$ cat config.mk
export PLATFORM = sky130hd
export DESIGN_NAME = mode_sequencer
export DESIGN_NICKNAME = d
export VERILOG_FILES = /design/src/rtl/mode_seq_pkg.sv /design/src/rtl/btn_press.sv /design/src/rtl/mode_sequencer.sv
export SDC_FILE = /design/constraint.sdc
export NUM_CORES = 1
export LEC_CHECK = 0
export BUFFER_PORTS_ARGS = -buffer_cell sky130_fd_sc_hd__buf_2
export CAP_MARGIN = 20
export CORE_MARGIN = 1.5
export CORE_UTILIZATION = 50
export CTS_CLUSTER_DIAMETER = 50
export DETAILED_ROUTE_END_ITERATION = 16
export PLACE_DENSITY = 0.85
export SETUP_SLACK_MARGIN = 0.5
export SLEW_MARGIN = 0
export SYNTH_ARGS = -nofsm -noshare
export SYNTH_HDL_FRONTEND = slang
export SYNTH_SLANG_ARGS = --single-unit
export TNS_END_PERCENT = 20
$ cat constraint.sdc
create_clock -name clk -period 1.43 [get_ports clk]
set_input_delay 0.2145 -clock clk [delete_from_list [all_inputs] [get_ports clk]]
set_output_delay 0.2145 -clock clk [all_outputs]
set_load 0.03 [all_outputs]
$ cat src/rtl/mode_seq_pkg.sv
// rtl/mode_seq_pkg.sv - shared encodings for the multimode clock mode sequencer
package mode_seq_pkg;

    localparam int MODE_CLOCK     = 0;
    localparam int MODE_ALARM     = 1;
    localparam int MODE_STOPWATCH = 2;
    localparam int MODE_TIMER     = 3;

    // width of the edit inactivity counter (seconds)
    localparam int TMO_W = 8;

    typedef enum logic [1:0] {
        ST_RUN      = 2'd0,
        ST_EDIT_HR  = 2'd1,
        ST_EDIT_MIN = 2'd2
    } seq_state_t;

endpackage

$ cat src/rtl/btn_press.sv
// rtl/btn_press.sv - 2-flop synchronizer plus registered rising-edge detect for one button
module btn_press (
    input  logic clk,
    input  logic resetn,
    input  logic btn,
    output logic press
);

    logic sync1;
    logic sync2;
    logic prev;

    // synchronize the raw level, keep the previous synced level, register a one-cycle press
    always_ff @(posedge clk or negedge resetn) begin
        if (!resetn) begin
            sync1 <= 1'b0;
            sync2 <= 1'b0;
            prev  <= 1'b0;
            press <= 1'b0;
        end else begin
            sync1 <= btn;
            sync2 <= sync1;
            prev  <= sync2;
            press <= sync2 & ~prev;
        end
    end

endmodule

$ cat src/rtl/mode_sequencer.sv
// rtl/mode_sequencer.sv - button-driven mode/edit sequencer; optional field blink via MODE_SEQUENCER_BLINK_EN
module mode_sequencer #(
    parameter int NUM_MODES = 4,
    parameter int TIMEOUT_S = 10,
    parameter int MODE_W    = 2
) (
    input  logic              clk,
    input  logic              resetn,
    input  logic              mode_btn,
    input  logic              set_btn,
    input  logic              inc_btn,
    input  logic              tick_1hz,
    output logic [MODE_W-1:0] mode,
    output logic              editing,
    output logic              field_sel,
    output logic              inc_hr,
    output logic              inc_min,
    output logic              sw_run,
    output logic              sw_clear,
    output logic              blink
);

    import mode_seq_pkg::*;

    localparam logic [MODE_W-1:0] MODE_LAST = MODE_W'(NUM_MODES - 1);
    localparam logic [MODE_W-1:0] MODE_SW   = MODE_W'(MODE_STOPWATCH);
    // a tick arriving while the counter sits here is the one that expires the edit
    localparam logic [TMO_W-1:0]  TMO_LAST  = TMO_W'(TIMEOUT_S - 1);

    logic mode_p;
    logic set_p;
    logic inc_p;

    seq_state_t       state;
    logic [TMO_W-1:0] tcount;

    btn_press u_mode_press (.clk(clk), .resetn(resetn), .btn(mode_btn), .press(mode_p));
    btn_press u_set_press  (.clk(clk), .resetn(resetn), .btn(set_btn),  .press(set_p));
    btn_press u_inc_press  (.clk(clk), .resetn(resetn), .btn(inc_btn),  .press(inc_p));

`ifndef MODE_SEQUENCER_BLINK_EN
    assign blink = 1'b0;
`endif

    // edit state machine; set beats mode beats inc, any press beats the inactivity timeout
    always_ff @(posedge clk or negedge resetn) begin
        if (!resetn) begin
            state     <= ST_RUN;
            mode      <= '0;
            editing   <= 1'b0;
            field_sel <= 1'b0;
            inc_hr    <= 1'b0;
            inc_min   <= 1'b0;
            sw_run    <= 1'b0;
            sw_clear  <= 1'b0;
            tcount    <= '0;
`ifdef MODE_SEQUENCER_BLINK_EN
            blink     <= 1'b0;
`endif
        end else begin
            inc_hr   <= 1'b0;
            inc_min  <= 1'b0;
            sw_clear <= 1'b0;
            case (state)
                ST_RUN: begin
                    tcount <= '0;
                    if (set_p) begin
                        if (mode == MODE_SW) begin
                            sw_run <= ~sw_run;
                        end else begin
                            state     <= ST_EDIT_HR;
                            editing   <= 1'b1;
                            field_sel <= 1'b0;
                        end
                    end else if (mode_p) begin
                        mode <= (mode == MODE_LAST) ? '0 : mode + 1'b1;
                    end else if (inc_p && (mode == MODE_SW) && !sw_run) begin
                        sw_clear <= 1'b1;
                    end
                end
                ST_EDIT_HR, ST_EDIT_MIN: begin
`ifdef MODE_SEQUENCER_BLINK_EN
                    if (tick_1hz) begin
                        blink <= ~blink;
                    end
`endif
                    if (set_p || mode_p || inc_p) begin
                        tcount <= '0;
                    end else if (tick_1hz) begin
                        tcount <= tcount + 1'b1;
                    end
                    if (set_p) begin
                        if (state == ST_EDIT_HR) begin
                            state     <= ST_EDIT_MIN;
                            field_sel <= 1'b1;
                        end else begin
                            state     <= ST_RUN;
                            editing   <= 1'b0;
                            field_sel <= 1'b0;
`ifdef MODE_SEQUENCER_BLINK_EN
                            blink     <= 1'b0;
`endif
                        end
                    end else if (mode_p) begin
                        // mode is frozen while editing; the press only restarts the timeout
                    end else if (inc_p) begin
                        if (state == ST_EDIT_HR) begin
                            inc_hr <= 1'b1;
                        end else begin
                            inc_min <= 1'b1;
                        end
`ifdef MODE_SEQUENCER_BLINK_EN
                        blink <= 1'b0;
`endif
                    end else if (tick_1hz && (tcount == TMO_LAST)) begin
                        state     <= ST_RUN;
                        editing   <= 1'b0;
                        field_sel <= 1'b0;
`ifdef MODE_SEQUENCER_BLINK_EN
                        blink     <= 1'b0;
`endif
                    end
                end
                default: begin
                    state     <= ST_RUN;
                    editing   <= 1'b0;
                    field_sel <= 1'b0;
                    tcount    <= '0;
                end
            endcase
        end
    end

endmodule

==> metrics.cfg, run 1 <==
[outcome]
status = complete, but fails checks
violations = setup timing

[worst_setup_path]
endpoint_kind = flip-flop
path_depth = 5
crit_required_ns = 1.63
crit_family = compound AO/OA/AOI/OAI gates
arrival_ns = 1.71
crit_path_top_delay_cell = dfrtp_2
critPathCapture = state[0]$_DFFE_PN0P_
worst-path-max-fanout = 3
startpoint_type = flip-flop
r2r-start = state[1]$_DFFE_PN0P_
crit_type = reg2reg
reg2reg_slack_ns = -0.08
crit_chain = inv_2, ha_4, o21ba_4, or2_4, a311o_1
cp-startpoint = state[1]$_DFFE_PN0P_
r2r-end = state[0]$_DFFE_PN0P_
slowest_delay_ns = 0.41
cp_num_buf_inv = 1
rr_worst_depth = 5

[global_routing]
grt_usage = 0.2119
antenna_found_initial = 0
grt_pass1_wl_mm = 4.064
grt_pass1_vias = 917
gr-max-usage-layer = met2
gr-usage-met2 = 0.3479
grt_util_met1 = 0.2421
grt.overflow.total = 0
grtUsageMet3 = 0.07627
grt_max_degree = 30

[place]
portBuffers = 13
placedInstanceArea_um2 = 1410
dpl.hpwl_mm = 1.588
dp_cells = 152
place_congestion = 0.8520

[sta]
layout_min_cycle_time_ns = 1.513
finalCritPeriodShare = 1.058
setup_ws_ns = -0.08314
slew_violations = 0
setup_tns_ns = -0.1853
setup_viol = 3
hold_ws_ns = 0.1894
finClkSkew_ns = 0.01078
fmax_mhz = 660.9
rsz0062_at_grt = yes
hold_viol = 0

[synthesis]
synth_cells = 104
syn_avg_cell_area_um2 = 11.95
netlist_area_um2 = 1242
synth-seq-cells = 29
synthesis.nets = 117
yosysWarnings = 0
yosysSeqAreaShare = 0.5841
synth_cell_types = 32

[die]
ios = 15
die_y_um = 52.85
coreArea_um2 = 2276
dieArea_um2 = 2793
start_util = 0.5459
num_rows = 17
die_x_um = 52.85

[clock_tree]
cts-htree-levels = 2
cts_tree = built
numCtsBuffers = 5
worstSkewPairLatency_ns = 0.32
clk_path_buf_depth = 2
cts-root-buf = clkbuf_4
clk_pin_slew_worst_paths_ns = 0.09
clock_sinks = 29

[power]
p_per_area_nw_per_um2 = 1906
p_leak_nw = 0.7967
ir_drop_v = 0.001796

[drt]
via_per_inst = 5.353
route.vias.total = 910
wl_per_cell_um = 14.42
drc = 0
drt-initial-drc-count = 4
postRouteAntennaNets = 0
dr.pass1.iters = 4
drt-total-wl_mm = 2.452

[layout]
nets = 154
postLayoutCoreUtil = 0.7724
diodes = 0
largestRegisters = tcount (8), mode (2), state (2)
largest_register_ffs = 8
drive_gt1_frac = 0.4577
areaGrowthSynthToFinish_pct = 41.49
regMostFlops = tcount
mostFrequentLayoutCells = dfrtp_1, buf_6, buf_4, clkbuf_4
stdcell_area_um2 = 1758
fin_cells = 170
final_common_cell = dfrtp_1

[job]
drv_cap = 0

[hold_path]
hold_path.class = in2reg

==> what timing repair did <==
action                     in CTS  in global routing
gates cloned                    0                  0
resized for setup              32                 15
hold buffers                    4                  0
setup endpoints to repair      25                 54
pin swaps                      10                  7
hold endpoints to repair       32                  0
setup buffers                   4                  2
==> logic make-up (layout without fill, tap and decap cells) <==
logic type / after synthesis / count (layout) / share of synthesized area
simple gates: 41 / 41 / 0.2014
xor+xnor: 5 / 5 / 0.03525
other cells: 1 / 1 / 0.003018
compound gates: 14 / 14 / 0.07856
buf+inv: 7 / 45 / 0.02719
fa+ha+maj: 7 / 7 / 0.07049
flops: 29 / 29 / 0.5841
==> cell type report <==
type / count / area, um^2
Tap cell: 28 / 35.03
Clock inverter: 3 / 65.06
Clock buffer: 5 / 37.54
Timing Repair Buffer: 32 / 282.8
Multi-Input combinational cell: 68 / 588.1
Inverter: 5 / 18.77
Fill cell: 139 / 518.0
Sequential cell: 29 / 730.7
==> cells in the mapped netlist, drive strengths merged <==
library cell / count / area (um^2)
dfrtp: 29 / 725.7
nor2: 9 / 33.78
ha: 7 / 87.58
inv: 5 / 18.77
nand2: 5 / 18.77
nand3: 4 / 25.02
nand4: 4 / 25.02
o21ai: 4 / 20.02
a21oi: 3 / 15.01
nor2b: 3 / 18.77
nor3: 3 / 15.01
or3: 3 / 18.77
xor2: 3 / 26.28
and3: 2 / 12.51
buf: 2 / 15.01
nand3b: 2 / 15.01
nor4b: 2 / 32.53
xnor2: 2 / 17.52
a211oi: 1 / 7.510
a21o: 1 / 7.510
a22o: 1 / 8.760
a311o: 1 / 10.01
a31o: 1 / 8.760
a32o: 1 / 10.01
and2: 1 / 8.760
and4bb: 1 / 12.51
conb: 1 / 3.750
nor3b: 1 / 7.510
o21ba: 1 / 10.01
or2: 1 / 6.260
==> metrics by stage <==
step / total power (W) / setup WS (ns)
after floorplan: 0.001676 / -0.1302
after global placement: 0.001983 / -0.03750
after detailed placement: 0.002053 / -0.1007
after CTS: 0.003205 / -0.07354
after global routing: 0.003528 / -0.1313
final: 0.003351 / -0.08314
==> per-layer routing <==
metal / vias to the layer above / share of wire
li1: 437 / -
met1: 448 / 0.44
met2: 19 / 0.51
met3: 6 / 0.026
met4: 0 / 0.020
met5: - / 0
==> power by group <==
part / leakage [nW] / internal, W / switching (W)
combinational: 0.374 / 0.000787 / 0.000702
sequential: 0.367 / 0.000942 / 0.000102
clock: 0.0552 / 0.000541 / 0.000277
total: 0.797 / 0.00227 / 0.00108
==> worst min-delay path by stage <==
stage	from	endpoint	slack, ns	cells past startpoint
global placement	resetn	sw_clear$_DFF_PN0_	0.25	1
detailed placement	resetn	inc_min$_DFF_PN0_	0.26	1
floorplan	resetn	editing$_DFFE_PN0P_	-0.08	0
CTS	tick_1hz	tcount[1]$_DFFE_PN0P_	0.17	2
global route	tick_1hz	tcount[1]$_DFFE_PN0P_	0.17	2
finish	tick_1hz	tcount[1]$_DFFE_PN0P_	0.19	2
No activity file was read; power rests on OpenSTA's default activity.
==> run 2, diff against run 1 <==
--- a/config.mk
+++ b/config.mk
@@ -11,6 +11,7 @@
 export CORE_UTILIZATION = 50
 export CTS_CLUSTER_DIAMETER = 50
 export DETAILED_ROUTE_END_ITERATION = 16
+export MAX_ROUTING_LAYER = met4
 export PLACE_DENSITY = 0.85
 export SETUP_SLACK_MARGIN = 0.5
 export SLEW_MARGIN = 0
==> run 2 against run 1 <==
Effect of this change: the run still ends with setup timing left; maximum frequency is the same; count of clock-buffer cells in the layout did not move; non-clock buffer count is the same; clock power is essentially flat; die area did not move; cell area stayed put; via count is 0.55% higher; setup slack hardly changed; wire length is 0.86% lower; global-route usage up 0.37 points; critical path depth stayed put; critical endpoint unchanged.
==> metrics.cfg, run 2 (same netlist as run 1, synthesis figures left out) <==
[place]
place_congestion = 0.8656  ; was 0.8520
dp_cells = 152  ; unchanged
dpl.hpwl_mm = 1.588  ; unchanged
portBuffers = 13  ; unchanged
place_ws_ns = -0.1007  ; unchanged

[power]
power_w = 0.003352  ; was 0.003351 W
p_per_area_nw_per_um2 = 1907  ; was 1906 nW/um^2
p_leak_nw = 0.7967  ; unchanged
ir_drop_v = 0.001796  ; about the same

[die]
coreArea_um2 = 2276  ; unchanged
die_x_um = 52.85  ; unchanged
dieArea_um2 = 2793  ; unchanged
die_y_um = 52.85  ; unchanged
ios = 15  ; unchanged
start_util = 0.5459  ; unchanged
num_rows = 17  ; unchanged

[worst_setup_path]
crit_type = reg2reg  ; unchanged
arrival_ns = 1.71  ; about the same
endpoint_kind = flip-flop  ; unchanged
reg2reg_slack_ns = -0.08  ; about the same
startpoint_type = flip-flop  ; unchanged
worst-path-max-fanout = 3  ; unchanged
crit_required_ns = 1.63  ; about the same

[sta]
finalCritPeriodShare = 1.058  ; about the same
rsz0062_at_grt = yes  ; unchanged
setup_tns_ns = -0.1853  ; about the same
setup_viol = 3  ; unchanged
slew_violations = 0  ; unchanged
layout_min_cycle_time_ns = 1.513  ; about the same
hold_viol = 0  ; unchanged
fmax_mhz = 660.9  ; unchanged
finClkSkew_ns = 0.01078  ; about the same
setup_ws_ns = -0.08314  ; about the same

[global_routing]
grt_pass1_wl_mm = 4.050  ; was 4.064 mm
grt_usage = 0.2156  ; was 0.2119
grt_pass1_vias = 916  ; was 917
antenna_found_initial = 0  ; unchanged
grt_max_degree = 30  ; unchanged
grt.overflow.total = 0  ; unchanged

[drt]
drt-initial-drc-count = 4  ; unchanged
drc = 0  ; unchanged
postRouteAntennaNets = 0  ; unchanged
route.vias.total = 915  ; was 910
via_per_inst = 5.382  ; was 5.353
drt-total-wl_mm = 2.431  ; was 2.452 mm
wl_per_cell_um = 14.30  ; was 14.42 um
dr.pass1.iters = 4  ; unchanged

[layout]
nets = 154  ; unchanged
drive_gt1_frac = 0.4577  ; unchanged
areaGrowthSynthToFinish_pct = 41.49  ; unchanged
regMostFlops = tcount  ; unchanged
final_common_cell = dfrtp_1  ; unchanged
diodes = 0  ; unchanged
largestRegisters = tcount (8), mode (2), state (2)  ; unchanged
postLayoutCoreUtil = 0.7724  ; unchanged
fin_cells = 170  ; unchanged
mostFrequentLayoutCells = dfrtp_1, buf_6, buf_4, clkbuf_4  ; unchanged
largest_register_ffs = 8  ; unchanged

[clock_tree]
worstSkewPairLatency_ns = 0.32  ; about the same
clock_sinks = 29  ; unchanged
clk_pin_slew_worst_paths_ns = 0.09  ; about the same
numCtsBuffers = 5  ; unchanged
clk_path_buf_depth = 2  ; unchanged
cts_tree = built  ; unchanged
cts-htree-levels = 2  ; unchanged
cts-root-buf = clkbuf_4  ; unchanged

[hold_path]
hold_path.class = in2reg  ; unchanged

[job]
drv_cap = 0  ; unchanged

[outcome]
violations = setup timing  ; unchanged
status = complete, but fails checks  ; unchanged

-- run 2: cell counts in the layout (fill, tap and decap cells not counted) --
No cell type changed its count.
-- run 2: power by group --
group          internal, W  switching, W
logic             0.000787      0.000701
clock network     0.000541      0.000279
registers         0.000942      0.000102
total              0.00227       0.00108
-- run 2: worst paths after layout --
path / startpoint / end / depth (start not counted)
worst min-delay path: tick_1hz / tcount[1]$_DFFE_PN0P_ / 2
worst min register to register: u_set_press.sync1$_DFF_PN0_ / u_set_press.sync2$_DFF_PN0_ / 0
worst max-delay path: state[1]$_DFFE_PN0P_ / state[0]$_DFFE_PN0P_ / 5
worst max register to register: state[1]$_DFFE_PN0P_ / state[0]$_DFFE_PN0P_ / 5
max in group asynchronous: resetn / u_set_press.press$_DFF_PN0_ / 2
min in group asynchronous: resetn / sw_clear$_DFF_PN0_ / 2
-- run 2: cell type report --
class	count	area, um^2
clock buffers	5	37.54
repair buffers	32	282.8
fillers	139	518.0
well taps	28	35.03
multi-input cells	68	588.1
flip-flops and latches	29	730.7
clock inverters	3	65.06
inverters	5	18.77
-- run 2: routing by layer --
layer	vias to the layer above	global-route usage	share of wire	wire length, um
li1	438	-	-	-
met1	449	0.2421	0.44	1062
met2	20	0.3479	0.51	1230
met3	8	0.05085	0.026	64
met4	0	0.1325	0.030	74
met5	-	-	0	0
-- run 2: through the flow --
step | instance area, um^2 | hold slack [ns]
2_1_floorplan | 1257 | -0.08109
3_3_place_gp | 1410 | 0.2504
3_5_place_dp | 1410 | 0.2587
4_1_cts | 1690 | 0.1743
5_1_grt | 1758 | 0.1814
6_report | 1758 | 0.1874
-- run 2: what timing repair did --
| action | in CTS | in global routing |
|---|---|---|
| buffers inserted | 4 | 2 |
| pin swaps | 10 | 7 |
| hold endpoints to repair | 32 | 0 |
| hold buffers | 4 | 0 |
| endpoints found under the setup margin | 25 | 54 |
| gates resized for setup | 32 | 15 |
| gates cloned | 0 | 0 |
-- run 2: worst max-delay path: stages (launching register included) --
cell	delay, ns
dfrtp_2	0.41
inv_2	0.09
ha_4	0.21
o21ba_4	0.20
or2_4	0.23
a311o_1	0.26
